===== src/rtl/branch_resolve_ctrl.sv =====
// Execute-stage branch sequencer: hands one branch at a time to the registered comparator,
// checks the outcome against a BTFN guess, and on a mispredict redirects fetch and flushes.
module branch_resolve_ctrl #(
    parameter int XLEN  = 32,
    parameter int CNT_W = 32
) (
    input  logic             clk,
    input  logic             reset,
    input  logic             br_valid,
    output logic             br_ready,
    input  logic [XLEN-1:0]  br_pc,
    input  logic [31:0]      br_instr,
    input  logic [XLEN-1:0]  br_rs1,
    input  logic [XLEN-1:0]  br_rs2,
    input  logic             kill,
    output logic [XLEN-1:0]  cmp_rs1,
    output logic [XLEN-1:0]  cmp_rs2,
    output logic [31:0]      cmp_instr,
    input  logic             cmp_taken,
    output logic             resolve_valid,
    output logic             resolve_taken,
    output logic             illegal_br,
    output logic             redirect_valid,
    input  logic             redirect_ready,
    output logic [XLEN-1:0]  redirect_pc,
    output logic             flush,
    output logic [CNT_W-1:0] br_count,
    output logic [CNT_W-1:0] mispred_count
);

    typedef enum logic [1:0] {
        S_IDLE     = 2'd0,
        S_CMP      = 2'd1,
        S_RESOLVE  = 2'd2,
        S_REDIRECT = 2'd3
    } state_t;

    state_t           state_q, state_d;
    logic [XLEN-1:0]  pc_q, pc_d;
    logic [XLEN-1:0]  cmp_rs1_q, cmp_rs1_d;
    logic [XLEN-1:0]  cmp_rs2_q, cmp_rs2_d;
    logic [31:0]      cmp_instr_q, cmp_instr_d;
    logic             pred_taken_q, pred_taken_d;
    logic [XLEN-1:0]  redirect_pc_q, redirect_pc_d;
    logic             flush_q, flush_d;
    logic [CNT_W-1:0] br_count_q, br_count_d;
    logic [CNT_W-1:0] mispred_count_q, mispred_count_d;

    logic             accept;
    logic             is_illegal;
    logic             outcome;
    logic             mispredict;
    logic [XLEN-1:0]  imm_ext;
    logic [XLEN-1:0]  target_pc;
    logic [XLEN-1:0]  fall_pc;

    always_ff @(posedge clk) begin
        if (reset) begin
            state_q         <= S_IDLE;
            pc_q            <= '0;
            cmp_rs1_q       <= '0;
            cmp_rs2_q       <= '0;
            cmp_instr_q     <= '0;
            pred_taken_q    <= 1'b0;
            redirect_pc_q   <= '0;
            flush_q         <= 1'b0;
            br_count_q      <= '0;
            mispred_count_q <= '0;
        end else begin
            state_q         <= state_d;
            pc_q            <= pc_d;
            cmp_rs1_q       <= cmp_rs1_d;
            cmp_rs2_q       <= cmp_rs2_d;
            cmp_instr_q     <= cmp_instr_d;
            pred_taken_q    <= pred_taken_d;
            redirect_pc_q   <= redirect_pc_d;
            flush_q         <= flush_d;
            br_count_q      <= br_count_d;
            mispred_count_q <= mispred_count_d;
        end
    end

    always_comb begin
        state_d = state_q;
        case (state_q)
            S_IDLE:     if (br_valid) state_d = S_CMP;
            S_CMP:      state_d = kill ? S_IDLE : S_RESOLVE;
            S_RESOLVE:  state_d = mispredict ? S_REDIRECT : S_IDLE;
            S_REDIRECT: if (redirect_ready) state_d = S_IDLE;
            default:    state_d = S_IDLE;
        endcase
    end

    // funct3 010/011 are not branch encodings; such an instruction resolves as not taken.
    always_comb begin
        br_ready       = (state_q == S_IDLE);
        accept         = br_ready && br_valid;
        is_illegal     = (cmp_instr_q[14:13] == 2'b01);
        outcome        = cmp_taken && !is_illegal;
        resolve_valid  = (state_q == S_RESOLVE) && !kill;
        resolve_taken  = resolve_valid && outcome;
        illegal_br     = resolve_valid && is_illegal;
        mispredict     = resolve_valid && (outcome != pred_taken_q);
        redirect_valid = (state_q == S_REDIRECT);
    end

    assign imm_ext   = {{(XLEN-12){cmp_instr_q[31]}}, cmp_instr_q[7], cmp_instr_q[30:25],
                        cmp_instr_q[11:8], 1'b0};
    assign target_pc = pc_q + imm_ext;
    assign fall_pc   = pc_q + XLEN'(4);

    always_comb begin
        pc_d            = pc_q;
        cmp_rs1_d       = cmp_rs1_q;
        cmp_rs2_d       = cmp_rs2_q;
        cmp_instr_d     = cmp_instr_q;
        pred_taken_d    = pred_taken_q;
        redirect_pc_d   = redirect_pc_q;
        flush_d         = mispredict;
        br_count_d      = br_count_q;
        mispred_count_d = mispred_count_q;
        if (accept) begin
            pc_d         = br_pc;
            cmp_rs1_d    = br_rs1;
            cmp_rs2_d    = br_rs2;
            cmp_instr_d  = br_instr;
            pred_taken_d = br_instr[31];
        end
        if (resolve_valid) br_count_d = br_count_q + CNT_W'(1);
        if (mispredict) begin
            mispred_count_d = mispred_count_q + CNT_W'(1);
            redirect_pc_d   = outcome ? target_pc : fall_pc;
        end
    end

    assign cmp_rs1       = cmp_rs1_q;
    assign cmp_rs2       = cmp_rs2_q;
    assign cmp_instr     = cmp_instr_q;
    assign redirect_pc   = redirect_pc_q;
    assign flush         = flush_q;
    assign br_count      = br_count_q;
    assign mispred_count = mispred_count_q;

endmodule


===== config.mk =====
export PLATFORM = sky130hd
export DESIGN_NAME = branch_resolve_ctrl
export DESIGN_NICKNAME = d
export VERILOG_FILES = /design/src/rtl/branch_resolve_ctrl.sv
export SDC_FILE = /design/constraint.sdc
export NUM_CORES = 1
export LEC_CHECK = 0
export BUFFER_PORTS_ARGS = -buffer_cell sky130_fd_sc_hd__buf_4
export CAP_MARGIN = 25
export CORE_MARGIN = 2
export CORE_UTILIZATION = 35
export DETAILED_ROUTE_END_ITERATION = 6
export GPL_TIMING_DRIVEN = 1
export PLACE_DENSITY_LB_ADDON = 0.12
export SYNTH_ARGS = -nofsm -noshare
export SYNTH_HDL_FRONTEND = slang
export SYNTH_SLANG_ARGS = --single-unit

===== constraint.sdc =====
create_clock -name clk -period 3.6 [get_ports clk]
set_input_delay 0.36 -clock clk [delete_from_list [all_inputs] [get_ports clk]]
set_output_delay 0.36 -clock clk [all_outputs]
set_load 0.01 [all_outputs]

Word-level counts from Yosys, hierarchy flattened

Index checks and enable logic that the tools add are counted.

$add $sub $neg: 4
Eq/ne operators: 7
Mux-type cells: 6
Reduce and logical (&&, ||, !) cells: 10

Operators by type and width:

| operator                                            | count |
|---|---|
| adder 32 x 1 -> 32 bit, second input constant       | 2 |
| adder 32 x 3 -> 32 bit, second input constant       | 1 |
| adder 32 bit                                        | 1 |
| two-way mux 32 bit                                  | 1 |
| two-way mux 2 bit                                   | 4 |
| one-hot mux 2 bit (4 select lines)                  | 1 |
| logical AND 1 bit                                   | 6 |
| equality test 2 x 1 -> 1 bit, second input constant | 2 |
| equality test 2 bit, second input constant          | 2 |
| zero test 1 bit                                     | 2 |
| zero test 2 bit                                     | 1 |
| != test 2 x 1 -> 1 bit, second input constant       | 1 |
| != test 2 bit, second input constant                | 1 |
| AND reduction 2 bit                                 | 1 |
| != test 1 bit                                       | 1 |

Flip-flop bits (word level): 228
Input bits: 134
Output and inout port bits: 198
Logic and storage cells: 37

Longest topological paths before layout

Gate-level depths: netlist of the first run.

Depth after elaboration: 7
Mapped depth: 12
Mapped depth without buffers: 11

Least setup slack after synthesis of the first run

No wires, ideal clock.

Path kind: reg2reg
From: register cmp_instr_q[8], in the netlist cmp_instr[8]
To: register redirect_pc_q[29], in the netlist redirect_pc[29]
Arrival time: 2.684 ns
Data required time: 3.483 ns
Path slack: 0.799 ns
Stages on the path, launching flop included: 12
Buffers on the path: 0
Clock period less this slack: 2.801 ns
Path through: dfxtp_1 -> ha_1 -> inv_1 -> fa_1 -> nand2b_1 -> a21oi_1 -> o2111ai_1 -> o211ai_1 -> a21oi_1 -> or2_1 -> or4_1 -> a32o_1

Cells in the longest elaborated chain, start to end: 2

RTL lines:

| element                | line | text |
|---|---|---|
| from (decl)            | 42   | `logic [31:0] cmp_instr_q, cmp_instr_d;` |
| from (signal assigned) | 74   | `cmp_instr_q <= cmp_instr_d;` |
| adder 32 bit           | 109  | `assign target_pc = pc_q + imm_ext;` |
| two-way mux 32 bit     | 132  | `redirect_pc_d = outcome ? target_pc : fall_pc;` |
| to (signal assigned)   | 76   | `redirect_pc_q <= redirect_pc_d;` |
| to (decl)              | 44   | `logic [XLEN-1:0] redirect_pc_q, redirect_pc_d;` |

Every way passes these cells.
A chain may end at the register's enable or synchronous reset.

Final worst setup path of the first run

Ends and elaborated chain as after synthesis.

==> results of run 1 <==
==> synth_stat cells, drive strengths merged, types with 13 or more instances <==
| cell type | count | area, um^2 |
|---|---|---|
| clkbuf | 65 | 244 |
| dfxtp | 227 | 4540 |
| and3 | 20 | 125 |
| o211ai | 14 | 105 |
| nor2 | 120 | 460 |
| o21ai | 37 | 185 |
| ha | 33 | 413 |
| xor2 | 63 | 552 |
| nand4 | 23 | 150 |
| nand3 | 41 | 205 |
| inv | 13 | 48.8 |
| nor3 | 23 | 125 |
| xnor2 | 42 | 368 |
| nand2 | 341 | 1280 |
| a21oi | 195 | 980 |
==> worst max-delay path: stages, from the launching register on <==
cell,delay [ps]
dfxtp_1,360
ha_1,210
inv_1,70
fa_1,380
nand2b_1,170
a21oi_1,180
o2111ai_1,230
o211ai_1,300
a21oi_1,180
or2_1,280
or4_1,420
a32o_1,270
==> kinds of logic after synthesis <==
| kind of cell | after synthesis | share of synthesized area, % |
|---|---|---|
| buffers and inverters | 88 | 3.31 |
| xor gates and xnor gates | 105 | 8.60 |
| and+or+nand+nor | 615 | 25.0 |
| adders and majority gates | 34 | 4.05 |
| DFF | 227 | 42.5 |
| AOI/OAI and AO/OA | 303 | 16.1 |
| muxes | 4 | 0.386 |
==> how the worst min path moves through the flow <==
stage / to / slack [ps] / cells past startpoint
2_1_floorplan: redirect_pc[0]$_SDFFE_PP0P_ / 430 / 2
3_3_place_gp: redirect_pc[2]$_SDFFE_PP0P_ / 440 / 2
3_5_place_dp: cmp_rs1[14]$_SDFFE_PP0P_ / 450 / 2
4_1_cts: cmp_instr[22]$_SDFFE_PP0P_ / 50 / 3
5_1_grt: cmp_rs2[1]$_SDFFE_PP0P_ / 60 / 3
6_report: pc_q[18]$_SDFFE_PP0P_ / 80 / 3
==> layout by cell type (no fill, tap or decap), types with 3 or more instances in the layout <==
cell       instances
clkbuf_16         27
nor4_1             3
buf_4            339
clkbuf_8           6
or3_1             10
xor2_1            63
nand2b_1           9
dfxtp_1          227
o31ai_1            3
mux2i_1            3
ha_1              33
nand2_1          340
nand4_1           22
a41oi_1            3
o21bai_1           4
nand3_1           41
a211oi_1           9
inv_1             13
o21ai_0           36
xnor2_1           42
nor2b_1            4
and4_1             8
and2_1             3
clkbuf_1           6
a21o_1             8
o211ai_1          14
a221oi_1           4
nor2_1           118
and3_1            20
a22oi_1            3
clkinv_2           6
a21oi_1          194
a211o_1            3
nor3_1            21
a31oi_1            4
==> sequential cells by signal (all words and copies together) (netlist names) <==
register       count
br_count          32
cmp_instr         32
cmp_rs1           32
cmp_rs2           32
flush              1
mispred_count     32
pc_q              32
redirect_pc       32
state_q            2
==> layer usage <==
metal / vias up / part of all wire (%) / global-route usage, % / routed length [um]
met4: 0 / 2.5 / 5.49 / 871
li1: 5286 / - / - / -
met3: 48 / 7.9 / 6.30 / 2730
met5: - / 0 / 0 / 0
met1: 4746 / 43 / 25.8 / 15000
met2: 292 / 46 / 34.6 / 15900
==> power by group <==
part | switching [mW] | leakage [nW] | total [mW] | internal (mW)
clock | 1.05 | 0.435 | 2.69 | 1.63
sequential | 0.0840 | 1.85 | 2.69 | 2.61
combinational | 0.428 | 3.79 | 0.768 | 0.340
total | 1.57 | 6.07 | 6.15 | 4.58
==> layout make-up <==
cell class / count / area share (%)
Sequential cell: 227 / 31.6
Multi-Input combinational cell: 1061 / 40.4
Timing Repair Buffer: 342 / 18.1
Clock buffer: 39 / 5.43
Inverter: 14 / 0.366
Clock inverter: 9 / 0.679
Tap cell: 390 / 3.40
==> impl_metrics.ini, run 1 <==
[clock_tree]
clock_latency_ps = 530
cts_resized = 0
postCtsHoldBufs = 0
tritoncts = yes
numCtsBuffers = 26
clock-sinks = 227
clkSlewWorstSetupHoldPaths_ps = 60
clockRootBuffer = clkbuf_16
clk_path_buf_depth = 3
cts_max_level = 1
cts_setup_buffers = 0

[finish]
nNetsFinal = 1840
post-route-util_pct = 48.1
stdcell_area_mm2 = 0.0144
multi_input_area_mm2 = 0.00581
antenna_cells = 0
finalNonFillerCells = 2082
area_delta_synth_final_pct = 34.4
fillers = 2995
area.sequential_mm2 = 0.00454
drive_above_1_share_pct = 23.6

[route]
drt_wl_total_um = 34400
via_count = 10400
dr.pass1.iters = 5
drc = 0
avgRoutedWirePerCell_um = 16.5
vias_per_cell = 4.98
postRouteAntennaNets = 0
drt-initial-drc-count = 560

[synthesis]
synth_edf_count = 0
syn_avg_cell_area_um2 = 7.77
synth_nets = 1544
netlist_area_mm2 = 0.0107
synth_seq_cells = 227
synthArstFlopShare_pct = 0
synthCells = 1376
ys_warn_count = 0
synthFlopType = dfxtp_1
yosysUniqueCellTypes = 66
ys_seq_area_share_pct = 42.5

[timing]
whs_ps = 78.8
slew_violations = 0
period_share_pct = 87.2
worstMarginPinSlew_ps = 1100
timing.slew.headroom_pct = 26.3
fmax_ghz = 0.319
finalClockSkew_ps = 15.0
setup_viol = 0
rsz0062_at_grt = no
layout_min_cycle_time_ps = 3140
final.setup.tns_ps = 0
setup_slack_ps = 461
hold_viol = 0

[floorplanning]
die_x_um = 179
die_area_mm2 = 0.0320
io_pins = 332
start_util_pct = 35.8
coreArea_mm2 = 0.0299
core.rowCount = 63
dieHeight_um = 179

[setup_path]
cp-endpoint = redirect_pc[29]$_SDFFE_PP0P_
endpoint_kind = flip-flop
r2r-end = redirect_pc[29]$_SDFFE_PP0P_
cp_max_fo = 4
crit_type = reg -> reg
r2r_start = cmp_instr[8]$_SDFFE_PP0P_
start_kind = flip-flop
r2r_cells = 11
r2r_slack_ps = 460
crit_arrival_ps = 3560
required_ps = 4020
worstSetupStartpoint = cmp_instr[8]$_SDFFE_PP0P_

[global_route]
grt_max_degree = 115
grt_pass1_vias = 9921
grtUsageTotal_pct = 20.7
grt_overflow = 0
grt_pass1_wl_um = 53200
antenna_found_initial = 0

[status]
status = finished clean

[placement]
finalWeightedCongestion = 0.884
dp_cells = 2034
post-dp-hpwl_um = 25100
port_buffers = 331
placed_area_mm2 = 0.0135
pre_cts_ws_ps = 460

[run]
maxCapViolCount = 0

[pwr]
powerDensity_mw_per_mm2 = 428
ir_worst_vdd_mv = 0.342
p_total_mw = 6.15
power_leakage_nw = 6.07

[worst_hold_path]
min-delay-start = br_pc[18]
hp-class = in -> reg
Note: power is estimated with default switching activity, not from simulation.
==> inputs of run 2 (changes only) <==
--- a/config.mk
+++ b/config.mk
@@ -5,7 +5,7 @@
 export SDC_FILE = /design/constraint.sdc
 export NUM_CORES = 1
 export LEC_CHECK = 0
-export BUFFER_PORTS_ARGS = -buffer_cell sky130_fd_sc_hd__buf_4
+export BUFFER_PORTS_ARGS = -buffer_cell sky130_fd_sc_hd__clkbuf_2
 export CAP_MARGIN = 25
 export CORE_MARGIN = 2
 export CORE_UTILIZATION = 35
==> impl_metrics.ini, run 2 (synthesized netlist as in run 1, its figures left out) <==
[worst_hold_path]
hp-class = in -> reg

[floorplanning]
die_area_mm2 = 0.0320
io_pins = 332
start_util_pct = 35.8
core.rowCount = 63
coreArea_mm2 = 0.0299
die_x_um = 179
dieHeight_um = 179

[global_route]
grtUsageTotal_pct = 20.4
met1_usage_pct = 25.7
grt_overflow = 0
grt_pass1_vias = 10000
grt_max_degree = 99
top_usage_layer = met2
antenna_found_initial = 0
met2_usage_pct = 33.4
use_met3_pct = 6.28
grt_pass1_wl_um = 52700

[placement]
port_buffers = 331
pre_cts_ws_ps = 541
finalWeightedCongestion = 0.895
post-dp-hpwl_um = 24700

[clock_tree]
cts_resized = 0
clockRootBuffer = clkbuf_16
cts_max_level = 1
postCtsHoldBufs = 0
clock_latency_ps = 540
cts_setup_buffers = 0
clkSlewWorstSetupHoldPaths_ps = 60
tritoncts = yes
numCtsBuffers = 26
clock-sinks = 227
clk_path_buf_depth = 3

[timing]
timing.slew.headroom_pct = 39.9
fmax_ghz = 0.321
period_share_pct = 86.5
slew_violations = 0
finalClockSkew_ps = 16.3
rsz0062_at_grt = no
setup_slack_ps = 485
setup_viol = 0
worstMarginPinSlew_ps = 898
layout_min_cycle_time_ps = 3120
hold_viol = 0
final.setup.tns_ps = 0

[pwr]
power_leakage_nw = 5.84
switchingPower_mw = 1.56
p_int_mw = 4.48
sw_frac_of_total_pct = 25.8
clkPwrFrac_pct = 44.1
powerDensity_mw_per_mm2 = 446
ir_worst_vdd_mv = 0.272
power_frac_seq_pct = 44.6
p_comb_share_pct = 11.4

[route]
drt_wl_total_um = 33500
postRouteAntennaNets = 0
dr.pass1.iters = 7
via_count = 10500
avgRoutedWirePerCell_um = 16.1
vias_per_cell = 5.03
drc = 0
drt-initial-drc-count = 530

[setup_path]
crit_buf_inv = 1
required_ps = 4020
slowest_delay_ps = 400
critical-path-top-delay-family = compound AO/OA/AOI/OAI gates
cp_max_fo = 4
r2r_start = cmp_instr[8]$_SDFFE_PP0P_
endpoint_kind = flip-flop
cpMostUsedCell = a21oi_1
crit_type = reg -> reg
critPathSlowestCell = fa_1
r2r_slack_ps = 480
r2r_cells = 11
worstPathCellList = ha_1 -> inv_1 -> fa_1 -> nand2b_1 -> a21oi_1 -> o2111ai_1 -> o211ai_1 -> a21oi_1 -> or2_1 -> or4_1 -> a32o_1
cp-endpoint = redirect_pc[29]$_SDFFE_PP0P_
crit_arrival_ps = 3530
cp_num_cells = 11
r2r-end = redirect_pc[29]$_SDFFE_PP0P_
start_kind = flip-flop
worstSetupStartpoint = cmp_instr[8]$_SDFFE_PP0P_

[finish]
antenna_cells = 0
nNetsFinal = 1844
fillers = 3090
drive_above_1_share_pct = 23.7
final_cell_mix = 340 x nand2_1, 330 x clkbuf_2, 227 x dfxtp_1
post-route-util_pct = 45.3
area_delta_synth_final_pct = 26.7
layout_commonest_cell = nand2_1

[status]
status = finished clean

[run]
maxCapViolCount = 0
==> run 2: metrics by stage <==
step / hold WS (ps) / power [mW] / instance area [um^2] / cells
2_1_floorplan: 432 / 3.15 / 10700 / 1376
3_3_place_gp: 439 / 3.43 / 12700 / 2038
3_5_place_dp: 446 / 3.44 / 12700 / 2038
4_1_cts: 10.8 / 6.13 / 13500 / 2083
5_1_grt: 26.3 / 6.32 / 13500 / 2083
6_report: 37.0 / 6.04 / 13500 / 2083
==> run 2: power groups by stage <==
stage,registers [mW],logic [mW],clock network (mW)
after floorplan,2.76,0.392,0
after global placement,2.74,0.690,0
after detailed placement,2.75,0.693,0
after CTS,2.69,0.696,2.75
after global routing,2.71,0.774,2.84
final,2.69,0.686,2.66
==> run 2: metal layers <==
layer  wire (um)  vias to the layer above
li1            -                     5292
met1       14500                     4801
met2       15300                      331
met3        2870                       53
met4         907                        0
met5           0                        -
==> run 2: worst min path at each step <==
stage / from / endpoint / slack [ps] / cells after the start
6_report: br_rs2[20] / cmp_rs2[20]$_SDFFE_PP0P_ / 40 / 3
5_1_grt: br_instr[19] / cmp_instr[19]$_SDFFE_PP0P_ / 30 / 3
3_5_place_dp: pc_q[0]$_SDFFE_PP0P_ / redirect_pc[0]$_SDFFE_PP0P_ / 450 / 2
4_1_cts: br_rs2[20] / cmp_rs2[20]$_SDFFE_PP0P_ / 10 / 3
3_3_place_gp: pc_q[0]$_SDFFE_PP0P_ / redirect_pc[0]$_SDFFE_PP0P_ / 440 / 2
2_1_floorplan: pc_q[0]$_SDFFE_PP0P_ / redirect_pc[0]$_SDFFE_PP0P_ / 430 / 2
==> run 2: cell type report <==
| class | count | area, um^2 | area share, % |
|---|---|---|---|
| Timing Repair Buffer | 346 | 1790 | 13.2 |
| Clock buffer | 38 | 766 | 5.65 |
| Clock inverter | 7 | 96.3 | 0.711 |
| Tap cell | 390 | 488 | 3.60 |
| Sequential cell | 227 | 4540 | 33.6 |
| Inverter | 14 | 52.6 | 0.388 |
| Multi-Input combinational cell | 1061 | 5810 | 42.9 |
==> run 2: worst reg2reg max path, delay by kind of cell, from the launching register on <==
| kind | cells | cell delay [ps] |
|---|---|---|
| AOI/OAI and AO/OA | 5 | 1130 |
| DFF | 1 | 360 |
| adders and majority gates | 2 | 600 |
| buffers and inverters | 1 | 60 |
| and+or+nand+nor | 3 | 850 |
==> inputs of run 3 (changes only) <==
--- a/config.mk
+++ b/config.mk
@@ -7,6 +7,7 @@
 export LEC_CHECK = 0
 export BUFFER_PORTS_ARGS = -buffer_cell sky130_fd_sc_hd__clkbuf_2
 export CAP_MARGIN = 25
+export CORE_ASPECT_RATIO = 0.9
 export CORE_MARGIN = 2
 export CORE_UTILIZATION = 35
 export DETAILED_ROUTE_END_ITERATION = 6
==> impl_metrics.ini, run 3 (synthesized netlist as in run 1, its figures left out) <==
[finish]
nNetsFinal = 1840
area.sequential_mm2 = 0.00454
fillers = 3098
multi_input_area_mm2 = 0.00581
finalNonFillerCells = 2095
area_delta_synth_final_pct = 26.9
final_cell_mix = 340 x nand2_1, 330 x clkbuf_2, 227 x dfxtp_1
layout_commonest_cell = nand2_1
drive_above_1_share_pct = 23.5

[timing]
timing.slew.headroom_pct = 39.3
finalClockSkew_ps = 16.6
period_share_pct = 86.5
layout_min_cycle_time_ps = 3110
setup_viol = 0
rsz0062_at_grt = no
final.setup.tns_ps = 0
fmax_ghz = 0.321
slew_violations = 0
setup_slack_ps = 487
worstMarginPinSlew_ps = 910
hold_viol = 0

[clock_tree]
clk_path_buf_depth = 3
clock-sinks = 227
clock_latency_ps = 530
postCtsHoldBufs = 0
cts_setup_buffers = 0
cts_resized = 0
tritoncts = yes
numCtsBuffers = 26
clockRootBuffer = clkbuf_16
clkSlewWorstSetupHoldPaths_ps = 70
cts_max_level = 1

[setup_path]
required_ps = 4020
critical-path-top-delay-family = compound AO/OA/AOI/OAI gates
crit_buf_inv = 1
start_kind = flip-flop
r2r_start = pc_q[1]$_SDFFE_PP0P_
cp_max_fo = 4
worstSetupStartpoint = pc_q[1]$_SDFFE_PP0P_
crit_type = reg -> reg
endpoint_kind = flip-flop
crit_arrival_ps = 3540
critPathSlowestCell = or4_1
slowest_delay_ps = 400
worstPathCellList = ha_1 -> inv_1 -> fa_1 -> nand2b_1 -> a21oi_1 -> o2111ai_1 -> o211ai_1 -> a21oi_1 -> or2_1 -> or4_1 -> a32o_1
cpMostUsedCell = a21oi_1

[pwr]
ir_worst_vdd_mv = 0.318
p_total_mw = 6.09
p_comb_share_pct = 11.3
clkPwrFrac_pct = 44.5
power_leakage_nw = 5.83
p_int_mw = 4.54
powerDensity_mw_per_mm2 = 449
switchingPower_mw = 1.56
power_frac_seq_pct = 44.2
sw_frac_of_total_pct = 25.5

[route]
route.met3.wl_um = 2670
postRouteAntennaNets = 0
dr.pass1.iters = 5
via_count = 10400
vias_per_cell = 4.97
top_layer_used = met4
met2_length_um = 14800
avgRoutedWirePerCell_um = 16.0
drt_wl_total_um = 33600
drt-initial-drc-count = 498
wl_met1_um = 15100
drc = 0

[run]
maxCapViolCount = 0

[global_route]
antenna_found_initial = 2
grtUsageTotal_pct = 20.4
grt_pass1_wl_um = 53300
grt_overflow = 0
grt_max_degree = 122
grt_pass1_vias = 9922

[floorplanning]
die_x_um = 188
coreArea_mm2 = 0.0300
core.rowCount = 60
die_area_mm2 = 0.0320
start_util_pct = 35.7
io_pins = 332
dieHeight_um = 170

[worst_hold_path]
hp-class = in -> reg
min-delay-start = br_instr[30]

[placement]
pre_cts_ws_ps = 533
post-dp-hpwl_um = 24400
finalWeightedCongestion = 0.844
dp_cells = 2047
port_buffers = 331

[status]
status = finished clean
[run 3: layout make-up]
cell class | count | share of cell area [%]
multi-input combinational | 1061 | 42.8
timing repair buffer | 342 | 13.0
clock inverter | 5 | 0.553
inverter | 14 | 0.387
clock buffer | 40 | 5.93
sequential | 227 | 33.5
tap | 403 | 3.72
antenna | 3 | 0.0553
[run 3: path summary, 6_finish.rpt]
check / endpoint / slack, ps / depth (start not counted)
setup / recovery: redirect_pc[29]$_SDFFE_PP0P_ / 490 / 11
hold / removal: cmp_instr[30]$_SDFFE_PP0P_ / 50 / 3
setup reg to reg: redirect_pc[29]$_SDFFE_PP0P_ / 490 / 11
hold reg to reg: redirect_pc[0]$_SDFFE_PP0P_ / 450 / 2
[run 3: layer usage]
metal,global-route usage [%],vias to the layer above
met5,0,-
met4,6.13,0
met3,6.02,56
met2,32.8,329
met1,26.5,4738
li1,-,5279
[run 3: tightest hold or removal path, delay by kind of cell]
kind,cells,cell delay [ps]
buffers and inverters,1,80
and+or+nand+nor,1,50
AOI/OAI and AO/OA,1,50
[run 3: per-stage QoR]
step,area (um^2),utilization (%),hold WS (ps)
global placement,12700,42.3,441
finish,13600,45.3,46.8
floorplan,10700,-,432
CTS,13600,45.3,16.5
global route,13600,45.3,35.7
detailed placement,12700,42.3,446
[run 3: power groups by stage]
stage               Combinational, mW  Clock [mW]  Sequential [mW]
floorplan                       0.392           0             2.76
global placement                0.692           0             2.74
detailed placement              0.693           0             2.75
CTS                             0.695        2.79             2.69
global route                    0.772        2.89             2.71
finish                          0.685        2.71             2.69
